**src/rtl/n1_mem_arbiter.sv**
```systemverilog
// Shares the n1 single-port RAM between loader, fetch and data ports.
// Loader has strict priority; fetch/data alternate; reads return one cycle after the grant.
module n1_mem_arbiter #(
  parameter int unsigned ADDR_BITS = 7,
  parameter int unsigned DATA_BITS = 16,
  parameter int unsigned CNT_BITS  = 8
) (
  input  logic                 clk,
  input  logic                 rst,
  input  logic                 ld_req,
  input  logic                 ld_we,
  input  logic [ADDR_BITS-1:0] ld_addr,
  input  logic [DATA_BITS-1:0] ld_wdata,
  output logic                 ld_gnt,
  output logic                 ld_rvalid,
  input  logic                 if_req,
  input  logic [ADDR_BITS-1:0] if_addr,
  output logic                 if_gnt,
  output logic                 if_rvalid,
  input  logic                 dm_req,
  input  logic                 dm_we,
  input  logic [ADDR_BITS-1:0] dm_addr,
  input  logic [DATA_BITS-1:0] dm_wdata,
  output logic                 dm_gnt,
  output logic                 dm_rvalid,
  output logic [DATA_BITS-1:0] rdata,
  output logic                 mem_en,
  output logic                 mem_we,
  output logic [ADDR_BITS-1:0] mem_addr,
  output logic [DATA_BITS-1:0] mem_wdata,
  input  logic [DATA_BITS-1:0] mem_rdata,
  output logic [CNT_BITS-1:0]  conflict_cnt
);

  // Requester index within the 3-bit vectors: 0 loader, 1 fetch, 2 data.
  logic [2:0]           gnt_q, gnt_d;
  logic [2:0]           rvalid_q, rvalid_d;
  logic                 fav_dm_q, fav_dm_d;
  logic                 mem_we_q, mem_we_d;
  logic [ADDR_BITS-1:0] mem_addr_q, mem_addr_d;
  logic [DATA_BITS-1:0] mem_wdata_q, mem_wdata_d;
  logic [CNT_BITS-1:0]  cnt_q, cnt_d;
  logic [2:0]           eff_c;
  logic                 contended_c;

  assign eff_c = {dm_req & ~gnt_q[2], if_req & ~gnt_q[1], ld_req & ~gnt_q[0]};
  assign contended_c = (eff_c[0] & eff_c[1]) | (eff_c[0] & eff_c[2]) | (eff_c[1] & eff_c[2]);

  // Winner selection, RAM command capture and read-return routing.
  always_comb begin
    gnt_d       = 3'b000;
    fav_dm_d    = fav_dm_q;
    mem_we_d    = 1'b0;
    mem_addr_d  = mem_addr_q;
    mem_wdata_d = mem_wdata_q;
    rvalid_d    = gnt_q & {3{~mem_we_q}};
    cnt_d       = cnt_q;

    if (eff_c[0]) begin
      gnt_d = 3'b001;
    end else if (eff_c[1] && eff_c[2]) begin
      gnt_d = fav_dm_q ? 3'b100 : 3'b010;
    end else if (eff_c[1]) begin
      gnt_d = 3'b010;
    end else if (eff_c[2]) begin
      gnt_d = 3'b100;
    end

    if (gnt_d[0]) begin
      mem_we_d    = ld_we;
      mem_addr_d  = ld_addr;
      mem_wdata_d = ld_wdata;
    end else if (gnt_d[1]) begin
      mem_addr_d  = if_addr;
      fav_dm_d    = 1'b1;
    end else if (gnt_d[2]) begin
      mem_we_d    = dm_we;
      mem_addr_d  = dm_addr;
      mem_wdata_d = dm_wdata;
      fav_dm_d    = 1'b0;
    end

    if (contended_c && (cnt_q != {CNT_BITS{1'b1}})) begin
      cnt_d = cnt_q + CNT_BITS'(1);
    end
  end

  always_ff @(posedge clk or posedge rst) begin
    if (rst) begin
      gnt_q       <= 3'b000;
      rvalid_q    <= 3'b000;
      fav_dm_q    <= 1'b0;
      mem_we_q    <= 1'b0;
      mem_addr_q  <= '0;
      mem_wdata_q <= '0;
      cnt_q       <= '0;
    end else begin
      gnt_q       <= gnt_d;
      rvalid_q    <= rvalid_d;
      fav_dm_q    <= fav_dm_d;
      mem_we_q    <= mem_we_d;
      mem_addr_q  <= mem_addr_d;
      mem_wdata_q <= mem_wdata_d;
      cnt_q       <= cnt_d;
    end
  end

  assign ld_gnt       = gnt_q[0];
  assign if_gnt       = gnt_q[1];
  assign dm_gnt       = gnt_q[2];
  assign ld_rvalid    = rvalid_q[0];
  assign if_rvalid    = rvalid_q[1];
  assign dm_rvalid    = rvalid_q[2];
  assign rdata        = mem_rdata;
  assign mem_en       = |gnt_q;
  assign mem_we       = mem_we_q;
  assign mem_addr     = mem_addr_q;
  assign mem_wdata    = mem_wdata_q;
  assign conflict_cnt = cnt_q;

endmodule
```
**config.mk**
```make
export PLATFORM = sky130hd
export DESIGN_NAME = n1_mem_arbiter
export DESIGN_NICKNAME = d
export VERILOG_FILES = /design/src/rtl/n1_mem_arbiter.sv
export SDC_FILE = /design/constraint.sdc
export NUM_CORES = 1
export LEC_CHECK = 0
export ABC_AREA = 1
export BUFFER_PORTS_ARGS = -buffer_cell sky130_fd_sc_hd__buf_4
export CORE_ASPECT_RATIO = 1.25
export CORE_UTILIZATION = 35
export CTS_CLUSTER_DIAMETER = 50
export DETAILED_ROUTE_END_ITERATION = 6
export PLACE_DENSITY = 0.67
export SETUP_SLACK_MARGIN = 0.4
export SKIP_CTS_REPAIR_TIMING = 1
export SLEW_MARGIN = 15
export SYNTH_ARGS = -nofsm -noshare
export SYNTH_HDL_FRONTEND = slang
export SYNTH_SLANG_ARGS = --single-unit
export TNS_END_PERCENT = 1
```
**constraint.sdc**
```tcl
create_clock -name clk -period 2.3 [get_ports clk]
set_input_delay 0.23 -clock clk [delete_from_list [all_inputs] [get_ports clk]]
set_output_delay 0.23 -clock clk [all_outputs]
set_load 0.005 [all_outputs]
```
==> results.txt, run 1 <==
* Placed Instance Area: around 0.003 sq mm
- The layout has approximately 650 filler cells.
- Initial antenna violation count: 0
- The die is 92.3 microns tall.
* Overflow left after global routing: 0
- At the end of the flow the core is filled with cells to 49.1%.
- Vias in the first global route: just over 2000
- Dividing total power by cell area gives a power density of between 600 and 700 mW/mm^2.
- TritonCTS built the clock tree.
- Syn Nets: 353
* Number of clock sinks: 39
- Leakage power figure: 1.60 nW
* Syn Std Cell Area: 0.00228 sq mm
- Number of detailed-routing iterations run before antenna repair: 4
- Clk pin slew, worst setup/hold paths: 70 ps
- After floorplanning, the core was sized to cover 0.00625 sq mm.
* Wire length of the first global-routing pass: between 9 and 10 mm
* Clock tree buffer depth: 2
- Failing checks: hold timing
- Weighted congestion reported at the end of routability-driven placement: slightly above 0.7
* Actual transition at the worst max-transition pin: 576 ps
- Cell type contributing the most total cell area after synthesis: dfrtp_1
* Detailed-route DRC error count: 0
- Final hold analysis gives a worst-case slack of -13.6 ps.
- Critical-path cell with the highest stage delay: dfrtp_1
- Count of pins over their slew limit: 0
- During placement, the flow inserted port buffers numbering 98.
* Run status: complete, but fails checks
- Worst min-delay path class: primary input to asynchronous set/reset pin
- Dominant cells by area after synthesis: dfrtp_1, nand2_1, nand3_1, buf_4, o211ai_2
* Synth unique cells: 29
- Max Cap Violations: 0
- The synthesized design devotes to its leading area cell type 42.8% of total area.
- Estimated wirelength of the detail-placed design: about 4.3 mm
- The final route contains 2050 vias.
* Starting DRC count in detailed routing: 55
* Max Freq: about 630 MHz
* Final wirelength: between 5 and 6 mm
- For the finished layout, the period the worst path requires is 1580 ps.
* Delay of the slowest cell on the worst path: 390 ps
* Share of post-route cells with drive strength above 1: 42.1%
- Yosys printed 0 warnings.
- The number of antenna diodes in the final layout is 0.
- The worst-case IR drop observed on VDD is 0.000258 V.
* Final nets: approximately 440
- The finished cells cover 0.00307 sq mm.
- Synthesis produced a netlist whose cell count is 276.
- Post-route clock skew: between 7 and 8 ps
- Setup repair after global routing left no endpoint under its margin.
* Seq/Total Area, Yosys: 42.8%
- The worst setup path is launched from a register.
- For the worst setup path, the data arrival time is around 1800 ps.
* Effective utilization at floorplan: 36.5%
* Critical path required time: 2480 ps
- Relative to the synthesized area, the layout overhead comes to 34.4%.
- Largest net degree at the start of global routing: 34
* Critical path class: register to register
- Headroom to the max-slew limit came out at about three fifths.
- Of all nets on the critical path, the largest fanout is 19.
* Die X-Extent: 74.2 microns
* Synthesized area per cell: 8.26 sq um
* Final setup violating endpoints: 0
- The floorplan step defined a die boundary enclosing 0.00685 sq mm.
- The number of clock buffers added by TritonCTS is 5.
* Total negative slack for setup checks: 0 ps
- Via density: 4.60
* Total of flip-flops plus latches after synthesis: 39
* Crit. End Element: register
* Routed wirelength normalized by instance count: 12.9 microns
- Global routing used about 18% of the available tracks across all layers.
- In this run the core area contains 32 standard-cell rows.
* IO Pins: 131
- Number of failing hold endpoints at the final stage: 31
- # H-tree levels: 2
* Portion of the clock cycle consumed by the worst path in the final layout: 68.7%
- Clock root buffer: clkbuf_8
* Source-to-sink clock delay at the later pin of the worst-skew pair: 290 ps
* Cell-by-cell trace of the critical path: inv_2 -> nand2_2 -> inv_2 -> buf_4 -> nor2_1 -> nand2_1 -> nand2_1
* Antenna-violating nets left: 0
routing by layer:
layer | global-route usage (%) | vias to the layer above | routed length, microns
met3 | 4.29 | 6 | 304
li1 | - | 1042 | -
met2 | 32.5 | 67 | 3110
met4 | 5.45 | 0 | 46
met5 | 0 | - | 0
met1 | 19.4 | 935 | 2280
worst max-delay path, delay by kind of cell, from the launching register on:
kind / cells / cell delay [ps]
buffers and inverters: 3 / 650
flip-flops: 1 / 390
AND/OR/NAND/NOR: 4 / 420
path summary, 6_finish.rpt:
kind | start | endpoint | slack (ps) | depth (start not counted)
max | gnt_q[0] | mem_we | 720 | 7
min | rst | mem_wdata[2] | -10 | 2
max reg2reg | gnt_q[0] | mem_we | 720 | 7
min reg2reg | mem_wdata[6] | mem_wdata[6] | 520 | 2
max in group asynchronous | rst | mem_addr[3] | 1830 | 3
min in group clk | dm_we | mem_we | 140 | 3
cell families (layout without fill, tap and decap cells):
kind of cell,Yosys count,in the layout,share of synthesized area (%)
AOI/OAI and AO/OA,31,31,12.0
DFF,39,39,42.8
buffers and inverters,44,129,10.8
adders and majority gates,1,1,0.548
and+or+nand+nor,158,158,32.7
xor gates and xnor gates,3,3,1.15
placed cells by master (no fill, tap or decap), types with 4 or more instances in the layout:
cell / synthesis / final
buf_4: 17 / 103
nand2_1: 81 / 81
dfrtp_1: 39 / 39
nand3_1: 30 / 30
nor2_1: 17 / 17
inv_1: 12 / 11
or2_2: 10 / 10
o211ai_2: 10 / 10
inv_2: 6 / 6
or2_1: 6 / 6
o211ai_1: 6 / 6
a21oi_1: 5 / 5
clkbuf_8: 0 / 5
nand2_2: 4 / 4
o21ai_0: 4 / 4
clkinv_2: 0 / 4
state kept, by name, summed over array words and instances, names as in the netlist:
register	flops
gnt_q	3
rvalid_q	3
mem_addr	7
mem_we	1
conflict_cnt	8
mem_wdata	16
fav_dm_q	1
stage by stage:
| stage | std cells | setup slack (ps) | total power, mW | hold WS [ps] |
|---|---|---|---|---|
| after CTS | 446 | 701 | 2.13 | 0.612 |
| after detailed placement | 438 | 713 | 1.67 | 323 |
| after global placement | 438 | 736 | 1.66 | 445 |
| final | 446 | 719 | 2.09 | -13.6 |
| after global routing | 446 | 564 | 2.26 | 28.0 |
| after floorplan | 276 | 1020 | 1.32 | 340 |
area by class of cell:
class / instances / area [sq um] / share of cell area [%]
clock buffer: 5 / 68.8 / 2.24
clock inverter: 3 / 15.0 / 0.490
inverter: 18 / 68.8 / 2.24
multi-input combinational: 193 / 1060 / 34.5
sequential: 39 / 976 / 31.8
tap: 85 / 106 / 3.47
timing repair buffer: 103 / 773 / 25.2
synth_stat cells (all sizes together):
library cell / instances
ha: 1
buf: 26
inv: 18
o21ai: 7
a21boi: 2
nand3b: 2
nand3: 33
xor2: 2
nor2: 20
xnor2: 1
a21oi: 6
dfrtp: 39
or2: 16
o211ai: 16
nand2: 87
report_power, final:
| part | switching (mW) | internal [mW] | leakage (nW) |
|---|---|---|---|
| Clock | 0.237 | 0.208 | 0.0477 |
| Combinational | 0.322 | 0.373 | 1.07 |
| Sequential | 0.134 | 0.821 | 0.483 |
(Power assumes the default switching activity.)
==> run 2: changes to the inputs <==
--- a/config.mk
+++ b/config.mk
@@ -5,13 +5,13 @@
 export SDC_FILE = /design/constraint.sdc
 export NUM_CORES = 1
 export LEC_CHECK = 0
-export ABC_AREA = 1
+export ABC_AREA = 0
 export BUFFER_PORTS_ARGS = -buffer_cell sky130_fd_sc_hd__buf_4
 export CORE_ASPECT_RATIO = 1.25
 export CORE_UTILIZATION = 35
 export CTS_CLUSTER_DIAMETER = 50
 export DETAILED_ROUTE_END_ITERATION = 6
-export PLACE_DENSITY = 0.67
+export PLACE_DENSITY = 0.7
 export SETUP_SLACK_MARGIN = 0.4
 export SKIP_CTS_REPAIR_TIMING = 1
 export SLEW_MARGIN = 15
==> constraint.sdc (replaced) <==
create_clock -name clk -period 1.48 [get_ports clk]
set_input_delay 0.148 -clock clk [delete_from_list [all_inputs] [get_ports clk]]
set_output_delay 0.148 -clock clk [all_outputs]
set_load 0.005 [all_outputs]
==> results.txt, run 2 <==
- Most repeated cell in the gate-level netlist after synthesis: dfrtp_1
* Final core utilization: 54.7%
- The routed layout has 1739 vias.
- Relative to the synthesized area, the layout overhead comes to 51.2%.
- The number of antenna diodes in the final layout is 0.
* Min-Delay Path Depth: 3
* Startpoint kind of the worst setup timing path: register
* Y dimension of the die: 85.6 microns
- Leakage power figure: between 1 and 1.5 nW
* Effective utilization at floorplan: 36.2%
* Worst endpoint data arrival time: 1680 ps
- The first detailed-routing pass took 4 iterations.
- In the synthesized netlist the dominant register cell turns out to be dfrtp_1.
- After synthesis, the mean cell area works out to about 10 sq um.
- The worst-case IR drop observed on VDD is 0.000555 V.
- Ranked by instance count, the synthesized netlist is headed by dfrtp_1, nand2_1, o21ai_0.
* Run status: complete, but fails checks
- The final-report max-slew violation count came to 0.
- Areal power density over the cells: 1200 mW/mm^2
- Starting DRC count in detailed routing: 57
* Max Cap Violations: 0
- FF-to-FF setup slack: -20 ps
- I/O Buffers: 98
- Total power of the final layout: 3.55 mW
- Overflow left after global routing: 0
* Final setup violating endpoints: 3
* Dominant cells by area after synthesis: dfrtp_1, mux2i_1, buf_4, nand2_1, o21ai_0
- Cell area after layout: roughly 0.0030 sq mm
- Initial antenna violation count: 0
- Clock tree buffer depth: 2
- Total GRT Usage: 17.3%
- Top library cells by usage in the layout, fill and taps aside: buf_4, dfrtp_1, nand2_1, o21ai_1, mux2i_1
- Entering global routing, the biggest net connects 40 pins.
- The critical path is of the register to register type.
* Cell type contributing the most total cell area after synthesis: dfrtp_1
- IO Pins: 131
* Detailed-route DRC error count: 0
- In this run, synthesis inferred 0 flip-flops with an integrated enable.
* # H-tree levels: 2
- The netlist uses 31 different library cells.
- Detailed placement finished with a half-perimeter wire length of between 3 and 4 mm.
- Seq/Total Area, Yosys: about half
* Critical path required time: between 1500 and 2000 ps
- The final reports fail on setup timing.
- The startpoint identified for the worst hold timing path is ld_wdata[12].
- Final worst slack: -21.9 ps
- Total negative slack for setup checks: -31.0 ps
* Antenna-violating nets left: 0
- The number of global-route vias before repair is 1744.
- For the worst-skew pair, the clock arrives at the later sink with an insertion delay of 290 ps.
* Die X-Extent: about 70 microns
- Worst min-delay path class: primary input to register
- In the final layout, the share of cells above drive strength 1 is around 45%.
- Number of failing hold endpoints at the final stage: 0
- Counting flops with an async set or reset pin after synthesis yields a share of 100%.
- For this run, the post-layout net count is 372.
- For the pin with the worst max-slew slack, the measured transition is 273 ps.
* Syn Nets: 272
- CP Launch Point: gnt_q[2]
* Depth of the most critical reg-to-reg path: 4
- The region available for standard cell placement spans ~0.0054 sq mm.
- Placed Instance Area: roughly 0.0028 sq mm
- Setup repair after global routing could not meet its margin everywhere.
- Number of clock sinks: 39
* FP Rows: 30
- Tightest slew margin relative to the limit: 81.7%
- The register with the most flip-flops in the layout has 16 of them.
- Leaving out fill and tap cells, the most frequent cell in the layout is buf_4.
- Timing would allow up to 666 MHz.
- The worst register-to-register path begins at gnt_q[2].
- After detailed routing, the number of vias per cell comes to 4.83.
* Syn Std Cell Area: 0.00196 sq mm
* Post-route clock skew: 5.56 ps
- Synthesized netlist cell count: a little under 200
- Final wirelength: 4.63 mm
* Routed wirelength normalized by instance count: 12.8 microns
- Weighted congestion reported at the end of routability-driven placement: 0.766
- Maximum net fanout on the critical path: 7
- Crit. End Element: register
* Minimum clock period: 1500 ps
- Hold is met by around 60 ps.
- Clk pin slew, worst setup/hold paths: 80 ps
- Number of buffers created by CTS: 5
- After layout, the worst path uses 101% of the clock period.
- Portion of synthesized cell area occupied by the leading cell type: 49.9%
* Clock root buffer: clkbuf_8
* Number of warning messages in the yosys log: 0
* Wire length of the first global-routing pass: approximately 7.6 mm
* Total of flip-flops plus latches after synthesis: 39
* Clock tree from TritonCTS: yes
* Area of the die: between 0.005 and 0.006 sq mm
## run 2: cell types whose count changed in the layout (fill, tap and decap cells not counted), sizes merged, moves of 5 or more
cell	previous run	this run
a2bb2oi	0	5
buf	103	116
inv	17	3
mux2	0	5
mux2i	0	16
nand2	87	27
nand3	33	3
nor2	20	13
o211ai	16	0
o21ai	7	31
or2	16	0
## run 2: where the power goes
| group | total [mW] | switching, mW | internal [mW] |
|---|---|---|---|
| Combinational | 1.19 | 0.457 | 0.729 |
| Clock | 0.911 | 0.365 | 0.545 |
| Sequential | 1.46 | 0.175 | 1.28 |
## run 2: worst paths after layout
kind                              endpoint
max reg2reg                conflict_cnt[1]
min in group asynchronous     mem_wdata[2]
min reg2reg                    rvalid_q[2]
min                          mem_wdata[12]
max in group asynchronous     mem_wdata[4]
max                        conflict_cnt[1]
## run 2: cells by family after synthesis
kind of cell,Yosys count,share of synthesized area (%)
AND/OR/NAND/NOR,59,15.0
flip-flops,39,49.9
adder cells (fa/ha/maj),2,1.21
AO/OA/AOI/OAI,43,12.7
XOR/XNOR,3,1.34
multiplexers,21,11.1
buffers and inverters,28,8.76
## run 2: stage by stage
stage	cells	setup WS, ps
final	360	-21.9
after global placement	351	-31.5
after global routing	360	-91.8
after detailed placement	351	-55.9
after CTS	359	-68.3
after floorplan	195	-45.5
## run 2: layer usage
layer	track usage (%)	vias to the layer above	share of wire, %
li1	-	852	-
met1	19.3	815	38
met2	30.0	59	52
met3	4.52	13	7.0
met4	7.61	0	2.4
met5	0	-	0
## run 2: cell type report
cell class              instances  area [sq um]
fillers                       526          2450
repair buffers                117           937
clock buffers                   6          82.6
clock inverters                 2          35.0
multi-input cells             128           832
flip-flops and latches         39           976
inverters                       4          15.0
well taps                      64          80.1
## run 2: worst max-delay path, stage by stage, from the launching register on
cell and delay, ps:
dfrtp_1 390, nand2b_4 150, maj3_4 370, nor2_2 160, mux2_1 320
